$ cat src/rtl/btn_conditioner.sv
// ============================================================================
// btn_conditioner: per-button synchroniser, debounce, press/release pulses and
// hold-to-repeat press pulses for the game push-buttons.
// Revision: 1.0
// ============================================================================
`default_nettype none

module btn_conditioner #(
  parameter int                 NUM_BTN       = 4,
  parameter int                 DB_CYCLES     = 945000,
  parameter int                 REPEAT_DELAY  = 37800000,
  parameter int                 REPEAT_PERIOD = 9450000,
  parameter logic [NUM_BTN-1:0] REPEAT_MASK   = 4'b0011,
  parameter int                 CNT_W         = 27
) (
  input  logic               clk,
  input  logic               clk_rst,
  input  logic [NUM_BTN-1:0] btn_raw,
  output logic [NUM_BTN-1:0] btn_level,
  output logic [NUM_BTN-1:0] btn_press,
  output logic [NUM_BTN-1:0] btn_release,
  output logic               any_press
);

  localparam logic [CNT_W-1:0] C_DB_LAST     = CNT_W'(DB_CYCLES - 1);
  localparam logic [CNT_W-1:0] C_DELAY_LAST  = CNT_W'(REPEAT_DELAY - 1);
  localparam logic [CNT_W-1:0] C_PERIOD_LAST = CNT_W'(REPEAT_PERIOD - 1);
  localparam logic [CNT_W-1:0] C_ONE         = CNT_W'(1);

  typedef enum logic [1:0] {
    RP_IDLE   = 2'd0,
    RP_HOLD   = 2'd1,
    RP_REPEAT = 2'd2
  } rp_state_e;

  logic [NUM_BTN-1:0] press_next;
  logic               any_press_q;
  logic               any_press_d;

  for (genvar i = 0; i < NUM_BTN; i++) begin : g_btn
    logic             sync1_q, sync1_d;
    logic             sync2_q, sync2_d;
    logic             level_q, level_d;
    logic             press_q, press_d;
    logic             release_q, release_d;
    logic [CNT_W-1:0] db_cnt_q, db_cnt_d;
    logic [CNT_W-1:0] rp_cnt_q, rp_cnt_d;
    rp_state_e        rp_state_q, rp_state_d;
    logic             level_rise, level_fall, rp_tick;

    always_comb begin
      sync1_d    = btn_raw[i];
      sync2_d    = sync1_q;
      level_d    = level_q;
      db_cnt_d   = db_cnt_q + C_ONE;
      rp_state_d = rp_state_q;
      rp_cnt_d   = rp_cnt_q;
      rp_tick    = 1'b0;

      if (sync2_q == level_q) begin
        db_cnt_d = '0;
      end else if (db_cnt_q == C_DB_LAST) begin
        level_d  = sync2_q;
        db_cnt_d = '0;
      end

      level_rise = level_d & ~level_q;
      level_fall = ~level_d & level_q;

      // A release always takes priority over a coincident repeat tick.
      case (rp_state_q)
        RP_IDLE: begin
          if (level_rise && REPEAT_MASK[i]) begin
            rp_state_d = RP_HOLD;
            rp_cnt_d   = '0;
          end
        end
        RP_HOLD: begin
          if (level_fall) begin
            rp_state_d = RP_IDLE;
            rp_cnt_d   = '0;
          end else if (rp_cnt_q == C_DELAY_LAST) begin
            rp_tick    = 1'b1;
            rp_state_d = RP_REPEAT;
            rp_cnt_d   = '0;
          end else begin
            rp_cnt_d = rp_cnt_q + C_ONE;
          end
        end
        RP_REPEAT: begin
          if (level_fall) begin
            rp_state_d = RP_IDLE;
            rp_cnt_d   = '0;
          end else if (rp_cnt_q == C_PERIOD_LAST) begin
            rp_tick  = 1'b1;
            rp_cnt_d = '0;
          end else begin
            rp_cnt_d = rp_cnt_q + C_ONE;
          end
        end
        default: begin
          rp_state_d = RP_IDLE;
          rp_cnt_d   = '0;
        end
      endcase

      press_d   = level_rise | rp_tick;
      release_d = level_fall;
    end

    always_ff @(posedge clk or negedge clk_rst) begin
      if (!clk_rst) begin
        sync1_q    <= 1'b0;
        sync2_q    <= 1'b0;
        level_q    <= 1'b0;
        press_q    <= 1'b0;
        release_q  <= 1'b0;
        db_cnt_q   <= '0;
        rp_cnt_q   <= '0;
        rp_state_q <= RP_IDLE;
      end else begin
        sync1_q    <= sync1_d;
        sync2_q    <= sync2_d;
        level_q    <= level_d;
        press_q    <= press_d;
        release_q  <= release_d;
        db_cnt_q   <= db_cnt_d;
        rp_cnt_q   <= rp_cnt_d;
        rp_state_q <= rp_state_d;
      end
    end

    assign press_next[i]  = press_d;
    assign btn_level[i]   = level_q;
    assign btn_press[i]   = press_q;
    assign btn_release[i] = release_q;
  end

  // Registered from the next-state presses so it lines up with btn_press.
  always_comb begin
    any_press_d = |press_next;
  end

  always_ff @(posedge clk or negedge clk_rst) begin
    if (!clk_rst) begin
      any_press_q <= 1'b0;
    end else begin
      any_press_q <= any_press_d;
    end
  end

  assign any_press = any_press_q;

endmodule

`default_nettype wire

$ cat config.mk
export PLATFORM = sky130hd
export DESIGN_NAME = btn_conditioner
export DESIGN_NICKNAME = d
export VERILOG_FILES = /design/src/rtl/btn_conditioner.sv
export SDC_FILE = /design/constraint.sdc
export NUM_CORES = 1
export LEC_CHECK = 0
export BUFFER_PORTS_ARGS = -buffer_cell sky130_fd_sc_hd__buf_2
export CORE_MARGIN = 10
export CORE_UTILIZATION = 42
export CTS_BUF_LIST = sky130_fd_sc_hd__clkbuf_4 sky130_fd_sc_hd__clkbuf_8
export CTS_CLUSTER_SIZE = 12
export DETAILED_ROUTE_END_ITERATION = 8
export PLACE_DENSITY_LB_ADDON = 0.08
export SLEW_MARGIN = 20
export SYNTH_ARGS = -nofsm -noshare
export SYNTH_HDL_FRONTEND = slang
export SYNTH_SLANG_ARGS = --single-unit
export TNS_END_PERCENT = 10
$ cat constraint.sdc
create_clock -name clk -period 2.6 [get_ports clk]
set_clock_uncertainty 0.15 [all_clocks]
set_input_delay 0.78 -clock clk [delete_from_list [all_inputs] [get_ports clk]]
set_output_delay 0.78 -clock clk [all_outputs]
set_load 0.01 [all_outputs]
# ---- Word-level counts from Yosys, hierarchy flattened
# Index checks and enable logic that the tools add are counted.
dict set report totals {
  ff_bits 245
  inputBits 6
  elab_cells 182
}
dict set report op_classes {
  n_addsub 8
  eq_ne 34
  mux 76
  bitwise 22
  reduce_logical 9
}
# op count
set ops {}
lappend ops {{$mux 27} 26}
lappend ops {{$pmux 27 s3} 4}
lappend ops {{$add 27x1->27 const B} 8}
lappend ops {{$eq 27x20->1 const B} 4}
lappend ops {{$eq 27x24->1 const B} 4}
lappend ops {{$eq 27x26->1 const B} 4}
lappend ops {{$mux 2} 14}
lappend ops {{$mux 1} 24}
lappend ops {{$pmux 2 s3} 4}
lappend ops {{$ne 2x2->1 const B} 6}
lappend ops {{$ne 3x3->1 const B} 4}
lappend ops {{$reduce_and 3->1} 4}
lappend ops {{$not 1->1} 10}
lappend ops {{$and 1x1->1} 8}
lappend ops {{$eq 2x1->1 const B} 4}
lappend ops {{$eq 2x2->1 const B} 4}
lappend ops {{$logic_not 2->1} 4}
lappend ops {{$pmux 1 s2} 4}
lappend ops {{$eq 1x1->1} 4}
lappend ops {{$or 1x1->1} 4}
lappend ops {{$reduce_or 4->1} 1}

# ---- Depth between registers and ports, before layout
# Gate-level depths: netlist of the first run.
dict set report depth {
  ltp_word 9
  mapped_depth 9
  ltp_nobuf 7
}

# ---- Least setup slack after synthesis of the first run
# Ideal clock, no wire load.
dict set report synth_timing {
  path_type {register to register}
  from {register g_btn[1].rp_cnt_q[13]}
  to {register g_btn[1].rp_cnt_q[13]}
  setup_time_ns 0.124
  arrival_time_ns 2.295
  setup_slack_ns 0.031
  path_stages_with_launch 8
  path_buffers 1
  period_less_slack_ns 2.569
  cell_sequence {dfrtp_1 > or4b_1 > or4_4 > o21a_4 > o211ai_4 > buf_6 > nor4_1 > a211o_1}
}
dict set report synth_via {
  elab_chain_len 4
  elab_cells_between_ends 8
  cone_classes {add/sub: 1; eq/ne: 2; mux: 5}
}
# item line
set synth_rtl {}
lappend synth_rtl {{start, declared} 47} ;# logic [CNT_W-1:0] rp_cnt_q, rp_cnt_d;
lappend synth_rtl {{start signal, assigned} 128} ;# rp_cnt_q <= rp_cnt_d;
lappend synth_rtl {{$add 27x1->27 (tied with other cells)} {87, 98}}
lappend synth_rtl {{$mux 27, on equally long branches} {94, 82}}
lappend synth_rtl {{$mux 27, on equally long branches} {91, 79}}
lappend synth_rtl {{$pmux 27 s3 *} 71} ;# case (rp_state_q)
# Every way passes the cells marked *; elsewhere a longest branch is shown, timed or not.
# A chain may end at the register's enable or synchronous reset.

# ---- Worst setup path in the final report of the first run
dict set report layout_timing {
  from {register g_btn[0].db_cnt_q[1]}
  to {register any_press_q (netlist: any_press)}
}
dict set report layout_via {
  elab_chain_len 9
  elab_cells_between_ends 11
  cone_classes {eq/ne: 1; mux: 5; bitwise: 4; reduce/logical: 1}
}
# item line
set layout_rtl {}
lappend layout_rtl {{start, declared} 46} ;# logic [CNT_W-1:0] db_cnt_q, db_cnt_d;
lappend layout_rtl {{start signal, assigned} 127} ;# db_cnt_q <= db_cnt_d;
lappend layout_rtl {{$eq 27x20->1 *} 62} ;# end else if (db_cnt_q == C_DB_LAST) begin
lappend layout_rtl {{$mux 1 *} 62}
lappend layout_rtl {{$mux 1 *} 60} ;# if (sync2_q == level_q) begin
lappend layout_rtl {{$not 1->1} 68} ;# level_fall = ~level_d & level_q;
lappend layout_rtl {{$and 1x1->1} 68}
lappend layout_rtl {{$mux 1, on equally long branches} {91, 79}}
lappend layout_rtl {{$pmux 1 s2} 71}
lappend layout_rtl {{$or 1x1->1 *} 107} ;# press_d = level_rise | rp_tick;
lappend layout_rtl {{net g_btn[0].press_d} 44} ;# logic press_q, press_d;
lappend layout_rtl {{$reduce_or 4->1 *} 141} ;# any_press_d = |press_next;
lappend layout_rtl {{net any_press_d} 38} ;# logic any_press_d;
lappend layout_rtl {{end signal, assigned} 148} ;# any_press_q <= any_press_d;
lappend layout_rtl {{end, declared} 37} ;# logic any_press_q;
# Mark *: on every way through the listed nets, which the timed path passes. The rest lies on a longest branch.

==> results of run 1 <==
[registers in the layout, summed over array words and instances, names as in the netlist]
register	cells
g_btn.db_cnt_q	108
g_btn.rp_cnt_q	54
g_btn.level_q	4
g_btn.press_q	4
g_btn.release_q	4
g_btn.rp_state_q	4
g_btn.sync1_q	4
g_btn.sync2_q	4
any_press	1
[through the flow]
stage / util (%) / cells / worst slack [ns] / instance area (µm²) / total power (µW)
floorplan: - / 1025 / 0.0311 / 9610 / 3050
global placement: 46.0 / 1348 / 0.0335 / 10400 / 3150
detailed placement: 46.0 / 1348 / -0.0573 / 10400 / 3150
CTS: 47.9 / 1380 / 0.0238 / 10800 / 5190
global route: 48.3 / 1382 / -0.0510 / 10900 / 5330
finish: 48.3 / 1382 / 0.0583 / 10900 / 5100
[per-layer routing]
| layer | global-route usage [%] | up-vias | routed length (µm) | part of all wire [%] |
|---|---|---|---|---|
| li1 | - | 3754 | - | - |
| met1 | 20.8 | 3612 | 10600 | 51 |
| met2 | 23.7 | 53 | 9610 | 46 |
| met3 | 2.48 | 10 | 411 | 2.0 |
| met4 | 3.86 | 0 | 186 | 0.89 |
| met5 | 0 | - | 0 | 0 |
[final timing paths]
check                                     start                    end  slack [ns]  cells past startpoint
setup / recovery           g_btn[0].db_cnt_q[1]              any_press        0.06                      8
hold / removal                          clk_rst  g_btn[3].db_cnt_q[19]        0.07                      1
setup reg to reg           g_btn[0].db_cnt_q[1]              any_press        0.06                      8
hold reg to reg                g_btn[3].sync1_q       g_btn[3].sync2_q        0.21                      0
max in group asynchronous               clk_rst   g_btn[1].db_cnt_q[4]        1.59                      2
min in group clk               g_btn[3].sync1_q       g_btn[3].sync2_q        0.21                      0
[cells by family after synthesis]
group,Yosys count
and+or+nand+nor,562
DFF,187
xor gates and xnor gates,102
AOI/OAI and AO/OA,92
buffers and inverters,67
adders and majority gates,12
muxes,3
[cells in the mapped netlist, drive strengths merged (25+ instances only)]
master | n | area [µm²]
nor2 | 141 | 532
xnor2 | 43 | 377
nor3 | 28 | 140
nand2 | 101 | 379
dfrtp | 187 | 4680
and3 | 29 | 181
nand3 | 115 | 576
xor2 | 59 | 517
inv | 25 | 93.8
clkbuf | 27 | 101
nand4 | 35 | 219
o21ai | 25 | 125
[power breakdown]
part | internal, µW | switching [µW]
combinational | 41.6 | 102
clock | 926 | 1080
sequential | 2930 | 19.2
total | 3890 | 1200
[layout make-up]
| type | count | area, µm² | share of cell area, % |
|---|---|---|---|
| Multi-Input combinational cell | 771 | 4720 | 43.2 |
| Clock buffer | 20 | 269 | 2.47 |
| Tap cell | 285 | 357 | 3.27 |
| Timing Repair Buffer | 82 | 658 | 6.03 |
| Sequential cell | 187 | 4680 | 42.9 |
| Clock inverter | 12 | 135 | 1.24 |
| Inverter | 25 | 93.8 | 0.860 |
[critical path: cells and delay by family (launching register included)]
family	cells	cell delay, ns
and+or+nand+nor	5	1.45
DFF	1	0.38
adders and majority gates	1	0.19
buffers and inverters	1	0.19
AOI/OAI and AO/OA	1	0.07
[repair_timing]
| item | 4_1_cts | 5_1_grt |
|---|---|---|
| pin swaps | 0 | 11 |
| buffers inserted | 0 | 2 |
| gates resized for setup | 4 | 18 |
| endpoints found under the setup margin | 25 | 48 |
==> impl_metrics.json, run 1 <==
{
  "synth_top_family_by_area": "simple AND/OR/NAND/NOR gates",
  "fp-row-count": 55,
  "drt-total-wl_mm": 20.8,
  "hpwlAfterDp_mm": 14.3,
  "dr.pass1.iters": 4,
  "ios": 19,
  "hold_path_class": "input port to asynchronous set/reset pin",
  "fmax_mhz": 393,
  "startpoint_type": "flip-flop",
  "start_util_pct": 42.6,
  "ir_drop_uv": 331,
  "cp_max_fo": 3,
  "synth.area.mux_share_pct": 0.352,
  "clockRootBuffer": "clkbuf_8",
  "chipWidth_um": 171,
  "grtUsageTotal_pct": 15.0,
  "syn_inst": 1025,
  "worstMarginPinSlew_ns": 0.536,
  "port-buffer-count": 18,
  "worstSkewPairLatency_ns": 0.47,
  "wire_per_inst_um": 15.1,
  "setup_viol": 0,
  "cts_tree": "built",
  "synth-xor-area-share_pct": 9.30,
  "drv_slew": 0,
  "synth-edff-count": 0,
  "rsz0062_at_grt": "yes",
  "antennaDiodeCount": 0,
  "vias": 7429,
  "whs_ns": 0.0677,
  "crit_slowest_cell": "or4_4",
  "status": "finished, final reports clean",
  "max_stage_delay_ns": 0.50,
  "cp.arrival_ns": 2.73,
  "finalHoldViolations": 0,
  "syn_to_final_growth_pct": 13.6,
  "grt_pass1_wl_mm": 36.3,
  "ant_nets": 0,
  "cp-end-kind": "flip-flop",
  "gp_congestion": 0.789,
  "die_y_um": 171,
  "period_share_pct": 97.8,
  "drive_gt1_share_pct": 13.2,
  "drtIter0Drc": 496,
  "worst_ep_required_time_ns": 2.79,
  "synth-simple-area-share_pct": 29.7,
  "p_leak_uw": 0.00458,
  "async_reset_ff_share_pct": 100,
  "antenna_found_initial": 0,
  "via_per_inst": 5.38,
  "maxSlewHeadroom_pct": 64.0,
  "seq_area_frac_synth_pct": 48.7,
  "first_global_vias": 7243,
  "finalSetupTns_ns": 0,
  "cts_hold_buffers": 0,
  "grt_overflow": 0,
  "synth_flop_cell": "dfrtp_1",
  "cts_buffers": 17,
  "dieArea_um2": 29300,
  "yosysWarningCount": 0,
  "drv_cap": 0,
  "synth_nets": 1043,
  "synth.avg_cell_area_um2": 9.37,
  "power_density_nw_per_um2": 467,
  "fillCellCount": 2142,
  "htreeDepth": 4,
  "finalNetCount": 1102,
  "synth-compound-area-share_pct": 7.08,
  "synth_fa_ha_area_share_pct": 1.56,
  "grt_max_degree": 58,
  "ys_seq_elements": 187,
  "synth_cell_types": 58,
  "final_common_cell": "dfrtp_1",
  "clkSinkCount": 187,
  "clk_path_buf_depth": 2,
  "crit_chain": "ha_2 -> and4bb_2 -> nand4_1 -> buf_4 -> or4_4 -> nand3_2 -> a21oi_2 -> or4_1",
  "clkSlewWorstSetupHoldPaths_ns": 0.10,
  "final.min_clock_period_ns": 2.54,
  "core_area_um2": 22600,
  "crit_type": "flip-flop to flip-flop",
  "drc": 0,
  "layout_common_cells": "dfrtp_1, nor2_1, nand3_1, nand2_1, xor2_1",
  "netlist_area_um2": 9610
}
No activity file was read; power rests on OpenSTA's default activity.
==> run 2, diff against run 1 <==
CORE_ASPECT_RATIO = 2   (was default)
PLACE_DENSITY_LB_ADDON = default   (was 0.08)
SETUP_SLACK_MARGIN = 0.2   (was default)
==> run 2 against run 1 <==
Effect of this change: register-to-register slack gained 0.05 ns; global-route usage grew 0.33 points; flip-flop and latch count is the same; critical path depth shrank 2; design area grew 2.2%; routed wire length grew 5.4%; combinational power grew 11%; largest power group unchanged; highest routed layer unchanged.
==> impl_metrics.json, run 2 (synthesis gave the netlist of run 1 again) <==
{
  "crit_slowest_cell": "or4_1",
  "clk_path_buf_depth": 2,
  "via_per_inst": 5.52,
  "chipWidth_um": 127,
  "status": "finished, final reports clean",
  "syn_to_final_growth_pct": 16.1,
  "p_comb_share_pct": 3.2,
  "cts_buffers": 17,
  "maxSlewHeadroom_pct": 66.0,
  "htreeDepth": 4,
  "grt_max_degree": 57,
  "grt_pass1_wl_mm": 37.5,
  "internal_power_uw": 3850,
  "dieArea_um2": 29700,
  "whs_ns": 0.0954,
  "hpwlAfterDp_mm": 15.5,
  "largest_register_ffs": 108,
  "finalSetupTns_ns": 0,
  "cp_max_fo": 4,
  "clkSlewWorstSetupHoldPaths_ns": 0.09,
  "grt_overflow": 0,
  "fmax_mhz": 401,
  "worstMarginPinSlew_ns": 0.511,
  "period_share_pct": 95.8,
  "finalHoldViolations": 0,
  "pre_cts_ws_ns": 0.0539,
  "rsz0062_at_grt": "yes",
  "drv_cap": 0,
  "dr.pass1.iters": 4,
  "fp-row-count": 78,
  "drv_slew": 0,
  "final.min_clock_period_ns": 2.49,
  "power.share.clock_pct": 38.4,
  "p_leak_uw": 0.00475,
  "regMostFlops": "g_btn.db_cnt_q",
  "fin_ws_ns": 0.109,
  "power_density_nw_per_um2": 452,
  "crit_top_cell": "or4_1",
  "cp.arrival_ns": 2.71,
  "drtIter0Drc": 407,
  "worst_ep_required_time_ns": 2.82,
  "ant_nets": 0,
  "finalNetCount": 1124,
  "crit_type": "flip-flop to flip-flop",
  "grtUsageTotal_pct": 15.3,
  "max_stage_delay_ns": 0.54,
  "cts_tree": "built",
  "startpoint_type": "flip-flop",
  "top_regs": "g_btn.db_cnt_q x108, g_btn.rp_cnt_q x54",
  "wire_per_inst_um": 15.7,
  "antennaDiodeCount": 0,
  "final_common_cell": "dfrtp_1",
  "ir_drop_uv": 373,
  "ios": 19,
  "swShare_pct": 23.7,
  "antenna_found_initial": 0,
  "drive_gt1_share_pct": 15.1,
  "p_sw_uw": 1190,
  "clkSinkCount": 187,
  "cts_hold_buffers": 0,
  "p_total_uw": 5040,
  "seqPwrFrac_pct": 58.4,
  "drc": 0,
  "cp-end-kind": "flip-flop",
  "port-buffer-count": 18,
  "vias": 7721,
  "drt-total-wl_mm": 22.0,
  "gp_congestion": 0.861,
  "hold_path_class": "input port to asynchronous set/reset pin",
  "crit_chain": "nor4b_2 -> nand4_1 -> or4_1 -> nand3_1 -> a21oi_1 -> or4_1",
  "core_area_um2": 22600,
  "layout_common_cells": "dfrtp_1, nor2_1, nand3_1, nand2_1, buf_4",
  "setup_viol": 0,
  "start_util_pct": 42.4,
  "die_y_um": 234,
  "first_global_vias": 7876,
  "clockRootBuffer": "clkbuf_8",
  "worstSkewPairLatency_ns": 0.49
}
==> run 2: cell count changes in the layout (fill, tap and decap cells not counted), sizes merged <==
cell,change
inv,-4
clkbuf,+3
clkinvlp,-2
buf,+22
clkinv,+4
bufinv,-1
==> run 2: final cells by class <==
cell class	instances	area [µm²]
Fill cell	2146	11500
Inverter	25	93.8
Tap cell	280	350
Multi-Input combinational cell	771	4750
Timing Repair Buffer	104	885
Clock inverter	9	90.1
Clock buffer	23	298
Sequential cell	187	4680
==> run 2: path summary, 6_finish.rpt <==
path	startpoint	to	slack, ns	cells after the start
setup / recovery	g_btn[0].db_cnt_q[3]	any_press	0.11	6
hold / removal	clk_rst	g_btn[3].db_cnt_q[17]	0.1	1
max in group asynchronous	clk_rst	g_btn[1].db_cnt_q[7]	1.55	2
hold reg to reg	g_btn[0].sync1_q	g_btn[0].sync2_q	0.21	0
min in group clk	g_btn[0].sync1_q	g_btn[0].sync2_q	0.21	0
setup reg to reg	g_btn[0].db_cnt_q[3]	any_press	0.11	6
==> run 2: worst max-delay path, delay by kind of cell, from the launching register on <==
kind             cells  cell delay, ns
AND/OR/NAND/NOR      5            1.65
flip-flops           1            0.46
AO/OA/AOI/OAI        1            0.11
==> run 2: metal layers <==
metal  share of wire [%]  up-vias  GRT usage, %  wire length, µm
met3                 3.0       40          3.57              649
met4                 2.8        0          6.25              613
met5                   0        -             0                0
met1                  39     3793          15.8             8530
met2                  55       98          28.7            12200
li1                    -     3790             -                -
==> run 2: what timing repair did <==
| action | 4_1_cts | 5_1_grt |
|---|---|---|
| pin swaps | 3 | 2 |
| setup endpoints to repair | 55 | 58 |
| gates cloned | 0 | 0 |
| buffers inserted | 2 | 5 |
| gates resized for setup | 12 | 16 |
==> run 2: stage by stage <==
| stage | util, % | area (µm²) | std cells |
|---|---|---|---|
| 2_1_floorplan | - | 9620 | 1025 |
| 3_3_place_gp | 46.7 | 10600 | 1360 |
| 3_5_place_dp | 46.7 | 10600 | 1360 |
| 4_1_cts | 48.8 | 11000 | 1394 |
| 5_1_grt | 49.2 | 11200 | 1399 |
| 6_report | 49.2 | 11200 | 1399 |
==> run 2: power by group through the flow <==
| stage | Sequential [µW] | Combinational [µW] | Clock, µW |
|---|---|---|---|
| 2_1_floorplan | 3000 | 49.3 | 0 |
| 3_3_place_gp | 3000 | 158 | 0 |
| 3_5_place_dp | 3000 | 159 | 0 |
| 4_1_cts | 2950 | 161 | 2020 |
| 5_1_grt | 2950 | 183 | 2110 |
| 6_report | 2950 | 159 | 1940 |
